File: src/rtl/instr_fetch_unit.sv
// Instruction fetch stage: owns the PC, issues latency-1 reads to instruction memory
// and buffers returned words in a 2-entry prefetch queue feeding the core.
// state | meaning
// BOOT  | first cycle after reset release, no requests issued
// RUN   | fetching under the credit rule
module instr_fetch_unit #(
   parameter int                ADDR_W   = 14,
   parameter int                DATA_W   = 19,
   parameter logic [ADDR_W-1:0] RESET_PC = '0
) (
   input  logic              clk,
   input  logic              rst,
   output logic              imem_req,
   output logic [ADDR_W-1:0] imem_addr,
   input  logic [DATA_W-1:0] imem_rdata,
   input  logic              redirect,
   input  logic [ADDR_W-1:0] redirect_pc,
   input  logic              halt,
   output logic              instr_valid,
   input  logic              instr_ready,
   output logic [DATA_W-1:0] instruction,
   output logic [ADDR_W-1:0] instr_pc
);

   typedef enum logic {ST_BOOT, ST_RUN} state_t;

   localparam logic [ADDR_W-1:0] PC_ONE = {{(ADDR_W-1){1'b0}}, 1'b1};

   state_t            r_state;
   logic [ADDR_W-1:0] r_pc;
   logic [ADDR_W-1:0] r_infl_pc;
   logic              r_inflight;
   logic [1:0]        r_count;
   logic [DATA_W-1:0] r_q_dat0, r_q_dat1;
   logic [ADDR_W-1:0] r_q_pc0,  r_q_pc1;

   logic              w_pop;
   logic              w_req;
   logic [2:0]        w_credit;
   logic [1:0]        w_nxt_count;
   logic [DATA_W-1:0] w_nxt_dat0, w_nxt_dat1;
   logic [ADDR_W-1:0] w_nxt_pc0,  w_nxt_pc1;

   assign w_pop    = instr_valid & instr_ready;
   assign w_credit = {1'b0, r_count} + {2'b00, r_inflight} - {2'b00, w_pop};
   assign w_req    = (r_state == ST_RUN) & ~halt & ~redirect & (w_credit < 3'd2);

   assign imem_req    = w_req;
   assign imem_addr   = r_pc;
   assign instr_valid = (r_count != 2'd0);
   assign instruction = r_q_dat0;
   assign instr_pc    = r_q_pc0;

   // Slots at or beyond the occupancy are kept at zero, so a pop shifts zeros into the head.
   always_comb begin
      w_nxt_count = r_count;
      w_nxt_dat0  = r_q_dat0;
      w_nxt_dat1  = r_q_dat1;
      w_nxt_pc0   = r_q_pc0;
      w_nxt_pc1   = r_q_pc1;
      if (w_pop) begin
         w_nxt_dat0  = r_q_dat1;
         w_nxt_pc0   = r_q_pc1;
         w_nxt_dat1  = '0;
         w_nxt_pc1   = '0;
         w_nxt_count = r_count - 2'd1;
      end
      if (r_inflight) begin
         if (w_nxt_count == 2'd0) begin
            w_nxt_dat0 = imem_rdata;
            w_nxt_pc0  = r_infl_pc;
         end else begin
            w_nxt_dat1 = imem_rdata;
            w_nxt_pc1  = r_infl_pc;
         end
         w_nxt_count = w_nxt_count + 2'd1;
      end
   end

   always_ff @(posedge clk or negedge rst) begin
      if (!rst) begin
         r_state    <= ST_BOOT;
         r_pc       <= RESET_PC;
         r_infl_pc  <= RESET_PC;
         r_inflight <= 1'b0;
         r_count    <= 2'd0;
         r_q_dat0   <= '0;
         r_q_dat1   <= '0;
         r_q_pc0    <= '0;
         r_q_pc1    <= '0;
      end else begin
         if (r_state == ST_BOOT)
            r_state <= ST_RUN;
         if (redirect) begin
            // Flush everything, including a response returning this cycle.
            r_pc       <= redirect_pc;
            r_inflight <= 1'b0;
            r_count    <= 2'd0;
            r_q_dat0   <= '0;
            r_q_dat1   <= '0;
            r_q_pc0    <= '0;
            r_q_pc1    <= '0;
         end else begin
            r_count    <= w_nxt_count;
            r_q_dat0   <= w_nxt_dat0;
            r_q_dat1   <= w_nxt_dat1;
            r_q_pc0    <= w_nxt_pc0;
            r_q_pc1    <= w_nxt_pc1;
            r_inflight <= w_req;
            if (w_req) begin
               r_pc      <= r_pc + PC_ONE;
               r_infl_pc <= r_pc;
            end
         end
      end
   end

endmodule
File: config.mk
export PLATFORM = sky130hd
export DESIGN_NAME = instr_fetch_unit
export DESIGN_NICKNAME = d
export VERILOG_FILES = /design/src/rtl/instr_fetch_unit.sv
export SDC_FILE = /design/constraint.sdc
export NUM_CORES = 1
export LEC_CHECK = 0
export ABC_AREA = 1
export CORE_ASPECT_RATIO = 1.5
export CORE_MARGIN = 2
export CORE_UTILIZATION = 42
export DETAILED_ROUTE_END_ITERATION = 7
export GPL_TIMING_DRIVEN = 0
export PLACE_DENSITY = 0.66
export SLEW_MARGIN = 20
export SYNTH_ARGS = -nofsm -noshare
export SYNTH_HDL_FRONTEND = slang
export SYNTH_SLANG_ARGS = --single-unit
File: constraint.sdc
create_clock -name clk -period 6.6 [get_ports clk]
set_input_delay 1.32 -clock clk [delete_from_list [all_inputs] [get_ports clk]]
set_output_delay 1.32 -clock clk [all_outputs]
set_load 0.01 [all_outputs]
==> results.yml <==
sta:
  rsz0062_at_grt: "false"
  setup_tns_ns: 0
  fin_crit_sh: 0.798
  slew_violations: 0
  hold_viol_final: 0
  slew_headroom: 0.617
  finalWorstSetupSlack_ns: 1.33
  fin_skew_ns: 0.00433
  max_freq_ghz: 0.190
  fin_crit_ns: 5.27
  tightest_slew_ns: 0.574
  setup_violations: 0
routing:
  ant_nets: 0
  wl_met3_um: 501
  vias: 4447
  wl_met2_um: 6540
  avgRoutedWirePerCell_um: 14.9
  vias_per_cell: 5.22
  drt_wl_total_um: 12700
  routed.top_layer: "met4"
  drt_iter0_drc: 309
  wl_met1_um: 5230
  route.detailed.drc: 0
  drt_pass1_iterations: 5
worst_setup_path:
  crit_chain: "buf_2 > nand2_2 > buf_4 > nor2_1 > nor2_1 > inv_1 > ha_1 > inv_1 > fa_1 > nand2_1 > nor2_4 > nand2_4 > inv_4 > buf_6 > clkdlybuf4s50_1"
  startpoint_type: "input port"
  max_stage_delay_ns: 0.54
  crit_required_ns: 5.28
  critical-path-top-delay-family: "buffers and inverters"
  crit_slowest_cell: "clkdlybuf4s50_1"
  path_max_fanout: 10
  arrival_ns: 3.95
  regToRegSetupSlack_ns: 3.64
  crit_buf_inv: 7
  crit_type: "input port to output pin"
  end_kind: "output pin"
logic_synthesis:
  synth_top_area_share: 0.501
  synth-edff-count: 0
  async_flop_share: 1.00
  ys_types: 27
  ys_seq_area_frac: 0.501
  synth_area_per_cell_um2: 8.15
  synth_most_common_cell: "nand2_1"
  ys_seq_elements: 98
  ys.flop_type: "dfrtp_1"
  synthCells: 601
  synth_common_cells: "nand2_1, nand3_1, dfrtp_1"
  synthTopCellsByArea: "dfrtp_1, nand2_1, nand3_1, o211ai_1, inv_1"
  yosys_warnings: 0
  yosysTopAreaCell: "dfrtp_1"
  syn_nets: 644
  synthesis.area_mm2: 0.00490
pwr:
  power.density_mw_per_mm2: 356
  p_total_mw: 2.23
  vdd_drop_max_v: 0.000165
  p_leak_nw: 3.12
clocking:
  clock_latency_ns: 0.34
  clkSinkCount: 98
  cts-root-buf: "clkbuf_16"
  numCtsBuffers: 9
  cts-htree-levels: 3
  tritoncts: "yes"
  post_cts_buffers: 0
  postCtsHoldBufs: 0
  cts_resized: 0
  cts_buffer_depth: 2
  clk_pin_slew_ns: 0.06
floorplanning:
  io_pins: 87
  coreArea_mm2: 0.0115
  start_util: 0.427
  dieArea_mm2: 0.0126
  die_w_um: 92.2
  placementRows: 48
  die_h_um: 136
placed_design:
  gp_congestion: 0.825
  dp_slack_ns: 1.33
  io_buffers: 84
  dp_hpwl_um: 9250
  placed_cells: 836
  placed_cell_area_mm2: 0.00596
finish:
  layoutNonFillerInstCount: 852
  diodes: 0
  finalInstanceArea_mm2: 0.00627
  area_growth_pct: 28.0
  drive_above_1_share: 0.0783
  nets: 740
global_routing:
  grt_pass1_vias: 4363
  overflow: 0
  antenna_found_initial: 0
  grt_use_total: 0.215
  grt_max_degree: 63
  grt_pass1_wl_um: 21500
worst_hold_path:
  min-delay-path-class: "register to register"
job:
  maxCapViolations: 0
outcome:
  status: "completed"
cells in the final DEF, fill, tap and decap left out, drive strengths merged:
cell and instances:
clkdlybuf4s50 83, ha 4, bufinv 2, o211ai 34, dfrtp 98, or2 1
o21ai 48, clkbuf 24, buf 35, nor2 15, fa 1, inv 64
nand2 146, nand3 104, conb 1, nand4 4, a21oi 37, xnor2 1
final timing paths:
kind	from	endpoint	depth (start not counted)
min	r_infl_pc[1]$_DFFE_PN0P_	r_infl_pc[1]$_DFFE_PN0P_	2
max reg2reg	r_count[1]$_DFF_PN0_	imem_addr[6]$_DFFE_PN0P_	17
min in group asynchronous	rst	imem_addr[12]$_DFFE_PN0P_	1
min reg2reg	r_infl_pc[1]$_DFFE_PN0P_	r_infl_pc[1]$_DFFE_PN0P_	2
max	instr_ready	imem_req	15
max in group asynchronous	rst	r_q_dat1[12]$_DFF_PN0_	2
worst register-to-register path: cells and delay by family, from the launching register on:
family | cells | cell delay [ns]
flip-flops | 1 | 0.42
buffers and inverters | 6 | 0.73
AND/OR/NAND/NOR | 8 | 0.88
adder cells (fa/ha/maj) | 3 | 0.79
through the flow:
stage | util | hold WS, ns
finish | 0.547 | 0.510
global route | 0.547 | 0.522
CTS | 0.547 | 0.511
detailed placement | 0.519 | 0.493
global placement | 0.517 | 0.494
floorplan | - | 0.466
registers in the layout, indices dropped and copies added, names as in the netlist:
name and cells:
r_inflight 1, r_count 2, r_state 1, instr_pc 14, r_q_pc1 14, instruction 19
imem_addr 14, r_infl_pc 14, r_q_dat1 19
layout make-up:
type                    count  area (um2)
flip-flops and latches     98        2450
well taps                 150         188
clock buffers              14         254
fillers                  1117        5200
plain buffers              43         256
inverters                  64         248
clock inverters             2        60.1
multi-input cells         396        1940
repair buffers             85         870
where the power goes:
part           leakage (nW)  switching [mW]  internal (mW)
Combinational          1.66           0.462          0.352
Sequential             1.31           0.118          0.742
Clock                 0.151           0.217          0.343
Total                  3.12           0.797           1.44
per-layer routing:
layer | up-vias | GRT usage
met5 | - | 0
met4 | 0 | 0.100
met3 | 29 | 0.0255
met2 | 142 | 0.386
met1 | 2091 | 0.257
li1 | 2185 | -
cell families (layout without fill, tap and decap cells):
family | after synthesis | after routing | share of synthesized area
DFF | 98 | 98 | 0.501
xor gates and xnor gates | 1 | 1 | 0.00179
adders and majority gates | 5 | 5 | 0.0143
AOI/OAI and AO/OA | 119 | 119 | 0.139
and+or+nand+nor | 270 | 270 | 0.241
buffers and inverters | 107 | 208 | 0.103
other | 1 | 1 | 0.000766
Power figures use the tool's default switching activity.
==> RTL change 1, RTL diff (same settings) <==
Change the parameter `DATA_W` from 19 to 38.
--- a/src/rtl/instr_fetch_unit.sv
+++ b/src/rtl/instr_fetch_unit.sv
@@ -5,7 +5,7 @@
 // RUN   | fetching under the credit rule
 module instr_fetch_unit #(
    parameter int                ADDR_W   = 14,
-   parameter int                DATA_W   = 19,
+   parameter int                DATA_W   = 38,
    parameter logic [ADDR_W-1:0] RESET_PC = '0
 ) (
    input  logic              clk,
Interface: changed (resized imem_rdata and instruction); port bits go from 87 to 125. No check against the original RTL was run, so the function may have changed too.
==> RTL change 1 against the original RTL <==
  * Clock power up 66%
  * Wire length is 42% higher
  * Core utilization rose by 1.7 points
  * Power is 44% higher
  * Cell count is 37% higher
  * Global-route usage up 0.45 points
  * Die area rose by 35%
  * Area after synthesis up 37%
  * Non-clock buffer count grew 59
  * Setup slack lost 0.061 ns
  * Clock skew is 0.0067 ns higher
  * Sequential cell count up 38
  * Cell area grew 40%
  * Via count is 36% higher
==> RTL change 1: results (changes against the original RTL) <==
Run status
The run finished with clean final reports.

Global routing
The maximum number of pins on one net before global-route repair was 97 (+54%). The first-pass GRT wire length is 30,200 microns (+41%). The overall track demand over capacity in global routing is 22.0% (+0.45 points).

Routing
The length of the first detailed-routing pass in iterations is 4 (-1). The number of DRC violations after detailed-routing iteration 0 is 243 (-21%). The via count of the routed design is 6,049 (+36%). The average wire length per cell after detail routing is 15.4 microns (+3.2%).

Cells and area
The number of fill cells in the layout is 1,497 (+34%). The share of final-layout standard cells stronger than drive strength 1 is 8.79% (+0.96 points).

Critical path
The internal reg-to-reg setup slack is 3.62 ns (-0.02 ns). The worst endpoint data arrival time is 4.01 ns (+0.06 ns).

STA
The minimum period implied by the final worst setup slack was 5.33 ns (+0.0615 ns). The actual transition at the worst max-transition pin came to 0.594 ns (+0.0200 ns). The setup clock skew after layout was 0.0110 ns (+0.00667 ns).

Logic synthesis
The net count after synthesis came to 874 (+36%). The synthesized area divided by synthesized cell count is 8.26 sq um (+1.4%). By count the netlist is led by 182 x sky130_fd_sc_hd__nand2_1, 144 x sky130_fd_sc_hd__nand3_1, 136 x sky130_fd_sc_hd__dfrtp_1, 80 x sky130_fd_sc_hd__inv_1, 56 x sky130_fd_sc_hd__a21oi_1. By area the synthesized netlist is led by sky130_fd_sc_hd__dfrtp_1 51%, sky130_fd_sc_hd__nand3_1 11%, sky130_fd_sc_hd__nand2_1 10%. The share of synthesized area occupied by flip-flops and latches is 50.7% (+0.67 points).

Power and ir drop
The maximum ir drop on the vdd rail was 177 uV (+7.3%). The static power due to leakage was 0.00438 uW (+40%).

Placement
The placed instance area is 8220 sq um (+38%). The cell count after placement came to 1,138 (+36%). The post-placement worst setup slack is 1.26 ns (-0.0658 ns). The placed wire-length estimate after detailed placement is 12,600 microns (+36%). The number of input and output port buffers inserted was 122 (+45%).

Clocking
The clock latency at the later pin of the worst-skew pair is 0.41 ns (+0.07 ns). The total of cells resized after clock tree synthesis is 0 (unchanged). The H-tree depth is 4 (+1). The total clock buffers created by CTS was 17 (+8).
RTL change 1: changes by cell type in the layout (fill, tap and decap cells not counted), sizes merged:
cell and delta:
inv +19, dfrtp +38, o21ai +18, o211ai +18
clkbuf +12, clkinvlp +2, a21oi +19, clkinv +8
nand3 +40, buf +15, clkdlybuf4s50 +38, nand2 +38
RTL change 1: layout make-up:
class	instances	area (sq um)	share of cell area, %
plain buffers	64	369	4.20
clock buffers	20	457	5.19
clock inverters	12	126	1.44
inverters	83	314	3.57
multi-input cells	529	2620	29.8
flip-flops and latches	136	3400	38.7
well taps	203	254	2.89
repair buffers	123	1250	14.2
RTL change 1: worst paths after layout:
kind,from,end,cells after the start
max,instr_ready,imem_req,15
min,r_infl_pc[3],r_infl_pc[3],2
max reg2reg,r_count[1],imem_addr[5],18
min reg2reg,r_infl_pc[3],r_infl_pc[3],2
max in group asynchronous,rst,instr_pc[3],2
min in group asynchronous,rst,instruction[33],1
RTL change 1: critical path: cells and delay by family:
family / cells / cell delay [ns]
buffers and inverters: 7 / 1.41
and+or+nand+nor: 6 / 0.65
adders and majority gates: 2 / 0.61
RTL change 1: power breakdown:
part           total [uW]  switching [uW]  leakage (uW)  internal [uW]
sequential           1160             143       0.00184           1020
combinational        1120             642       0.00225            473
clock                 932             357      0.000286            574
total                3210            1140       0.00438           2070
RTL change 1: kinds of logic after synthesis:
| group | Yosys count | synth area share (%) |
|---|---|---|
| buf+inv | 147 | 10.2 |
| xor+xnor | 1 | 0.131 |
| compound gates | 174 | 15.3 |
| other cells | 1 | 0.0559 |
| fa+ha+maj | 5 | 1.04 |
| simple gates | 348 | 22.5 |
| flops | 136 | 50.7 |
RTL change 1: per-layer routing:
layer  global-route usage [%]  share of wire (%)  routed length (microns)  up-vias
li1                         -                  -                        -     2993
met1                     27.2                 43                     7670     2899
met2                     37.7                 52                     9320      130
met3                     3.74                3.1                      564       27
met4                     8.50                2.6                      466        0
met5                        0                  0                        0        -
RTL change 1: through the flow:
| stage | util, % | hold slack (ns) |
|---|---|---|
| 5_1_grt | 56.3 | 0.544 |
| 4_1_cts | 56.3 | 0.509 |
| 6_report | 56.3 | 0.502 |
| 3_5_place_dp | 52.6 | 0.495 |
| 3_3_place_gp | 52.4 | 0.492 |
| 2_1_floorplan | - | 0.466 |
==> RTL change 2, RTL diff (config.mk and constraints unchanged) <==
Without the edit above. Reset style: synchronous (`rst`), changed in one clocked block.
--- a/src/rtl/instr_fetch_unit.sv
+++ b/src/rtl/instr_fetch_unit.sv
@@ -77,7 +77,7 @@
       end
    end
 
-   always_ff @(posedge clk or negedge rst) begin
+   always_ff @(posedge clk) begin
       if (!rst) begin
          r_state    <= ST_BOOT;
          r_pc       <= RESET_PC;
Check against the original RTL: differs if rst is asserted again (counterexample within 4 cycles, from zero or initial values and one cycle with rst low); with rst held inactive, the same outputs for 10 cycles.
==> RTL change 2 against the original RTL <==
  * Global-route usage decreased by 0.48 points
  * Critical path depth did not move
  * First-iteration DRC count fell by 44%
  * Sequential cell count unchanged
  * Setup slack got worse by 0.26 ns
  * Area after synthesis shrank 8.9%
  * Cell area shrank 7.8%
  * Cell count is 0.59% higher
  * Wire length fell by 7.5%
  * Hold slack worse by 0.047 ns
  * Register-to-register slack lost 0.38 ns
Power is not compared: it rests on default switching activity, and its combinational part moved more than twofold at a synthesized area within 25%.
==> RTL change 2: results (changes against the original RTL) <==
Routing
The length of the first detailed-routing pass in iterations came to 4 (-1). The final routed wirelength across all metal layers is 11,800 microns (-7.5%). The via count of the routed design is 4,276 (-3.8%).

The per-cell via count in the routed design is 4.99 (-4.4%). The number of DRC violations after detailed-routing iteration 0 is 173 (-44%).

Clocking
The clock-pin slew on the worst setup and hold paths is 0.06 ns (about the same). The clock tree root buffer cell is sky130_fd_sc_hd__clkbuf_16.

STA
The setup clock skew after layout is 0.00742 ns (+0.00309 ns). The final hold slack is 0.463 ns (-0.0471 ns). The normalized max-slew margin is 64.1% (+2.3 points). The minimum setup slack in the final design is 1.07 ns (-0.257 ns).

Critical path
The depth of the most critical reg-to-reg path was 20 (+3). The delay of the slowest critical-path stage was 0.59 ns (+0.05 ns). In this run the critical register-to-register path is captured at imem_addr[7]. The startpoint of the worst register-to-register path is r_count[1]. The worst endpoint data arrival time is 4.21 ns (+0.26 ns).

The internal reg-to-reg setup slack is 3.26 ns (-0.38 ns). In this run the worst setup path begins at instr_ready.

Worst hold path
The worst-case hold path end point is r_q_dat1[6]. The startpoint identified for the worst hold timing path is r_q_dat1[6]. In this run the worst hold path is classified as register to register.

Placement
The number of input and output port buffers inserted came to 84 (unchanged). The placed wire-length estimate after detailed placement was 9020 microns (-2.5%). The placed instance area was 5490 sq um (-7.9%). The cell count after placement was 841 (+0.60%). The final estimated routing congestion in global placement is 0.872 (+5.7%).

Logic synthesis
Ranked by total cell area, the synthesized netlist is headed by sky130_fd_sc_hd__dfxtp_1 44%, sky130_fd_sc_hd__nand2_1 11%, sky130_fd_sc_hd__nand3_1 9.8%. The leading register cell type out of synthesis is sky130_fd_sc_hd__dfxtp_1. The proportion of register bits with asynchronous set or reset after synthesis was 0% (-100 points). The xor and xnor area share after synthesis came to 0.392% (+0.21 points). The synthesized area divided by synthesized cell count is 7.28 sq um (-11%). The share of synthesized area occupied by flip-flops and latches came to 43.9% (-6.1 points). The distinct cell type count of the synthesized netlist is 31 (+15%). The compound-gate portion of the synthesized area is 17.6% (+3.7 points). The net count after synthesis is 656 (+1.9%). The commonest cells after synthesis are 128 x sky130_fd_sc_hd__nand2_1, 98 x sky130_fd_sc_hd__dfxtp_1, 87 x sky130_fd_sc_hd__nand3_1, 53 x sky130_fd_sc_hd__inv_1, 51 x sky130_fd_sc_hd__a21oi_1. The post-synthesis adder-cell area fraction is 1.57% (+0.14 points).

Cells and area
The share of final-layout standard cells stronger than drive strength 1 is 6.73% (-1.1 points). The end-of-flow core utilization is 55.2% (+0.55 points). The total number of nets in the final design is 751 (+1.5%).

The number of fill cells in the layout was 1,063 (-4.8%).

Global routing
The first-pass GRT wire length is 19,100 microns (-11%). The overall track demand over capacity in global routing is 21.1% (-0.48 points). The maximum number of pins on one net before global-route repair is 16 (-75%).

Run status
The run finished with clean final reports.
[RTL change 2: cell types whose count changed after synthesis, sizes merged, moves of 4 or more]
cell and change:
a21oi +14, buf -9, clkbuf +10, dfrtp -98, dfxtp +98, inv -8
nand2 -16, nand3 -17, nor2 +30, o21ai +4
[RTL change 2: layer usage]
| layer | vias to the layer above | GRT usage, % | part of all wire, % |
|---|---|---|---|
| met2 | 104 | 39.9 | 53 |
| li1 | 2233 | - | - |
| met1 | 1918 | 23.0 | 41 |
| met3 | 21 | 3.29 | 4.0 |
| met4 | 0 | 7.84 | 2.0 |
| met5 | - | 0 | 0 |
[RTL change 2: layout make-up]
cell class	instances	area share, %
clock buffer	12	4.26
tap	144	3.12
multi-input combinational	415	35.6
buffer	44	3.92
sequential	98	33.9
inverter	56	3.76
timing repair buffer	84	14.5
clock inverter	4	0.887
[RTL change 2: where the power goes]
group | switching (uW) | total (uW) | internal, uW
clock | 218 | 522 | 304
combinational | 73.1 | 135 | 62.0
sequential | 14.4 | 620 | 606
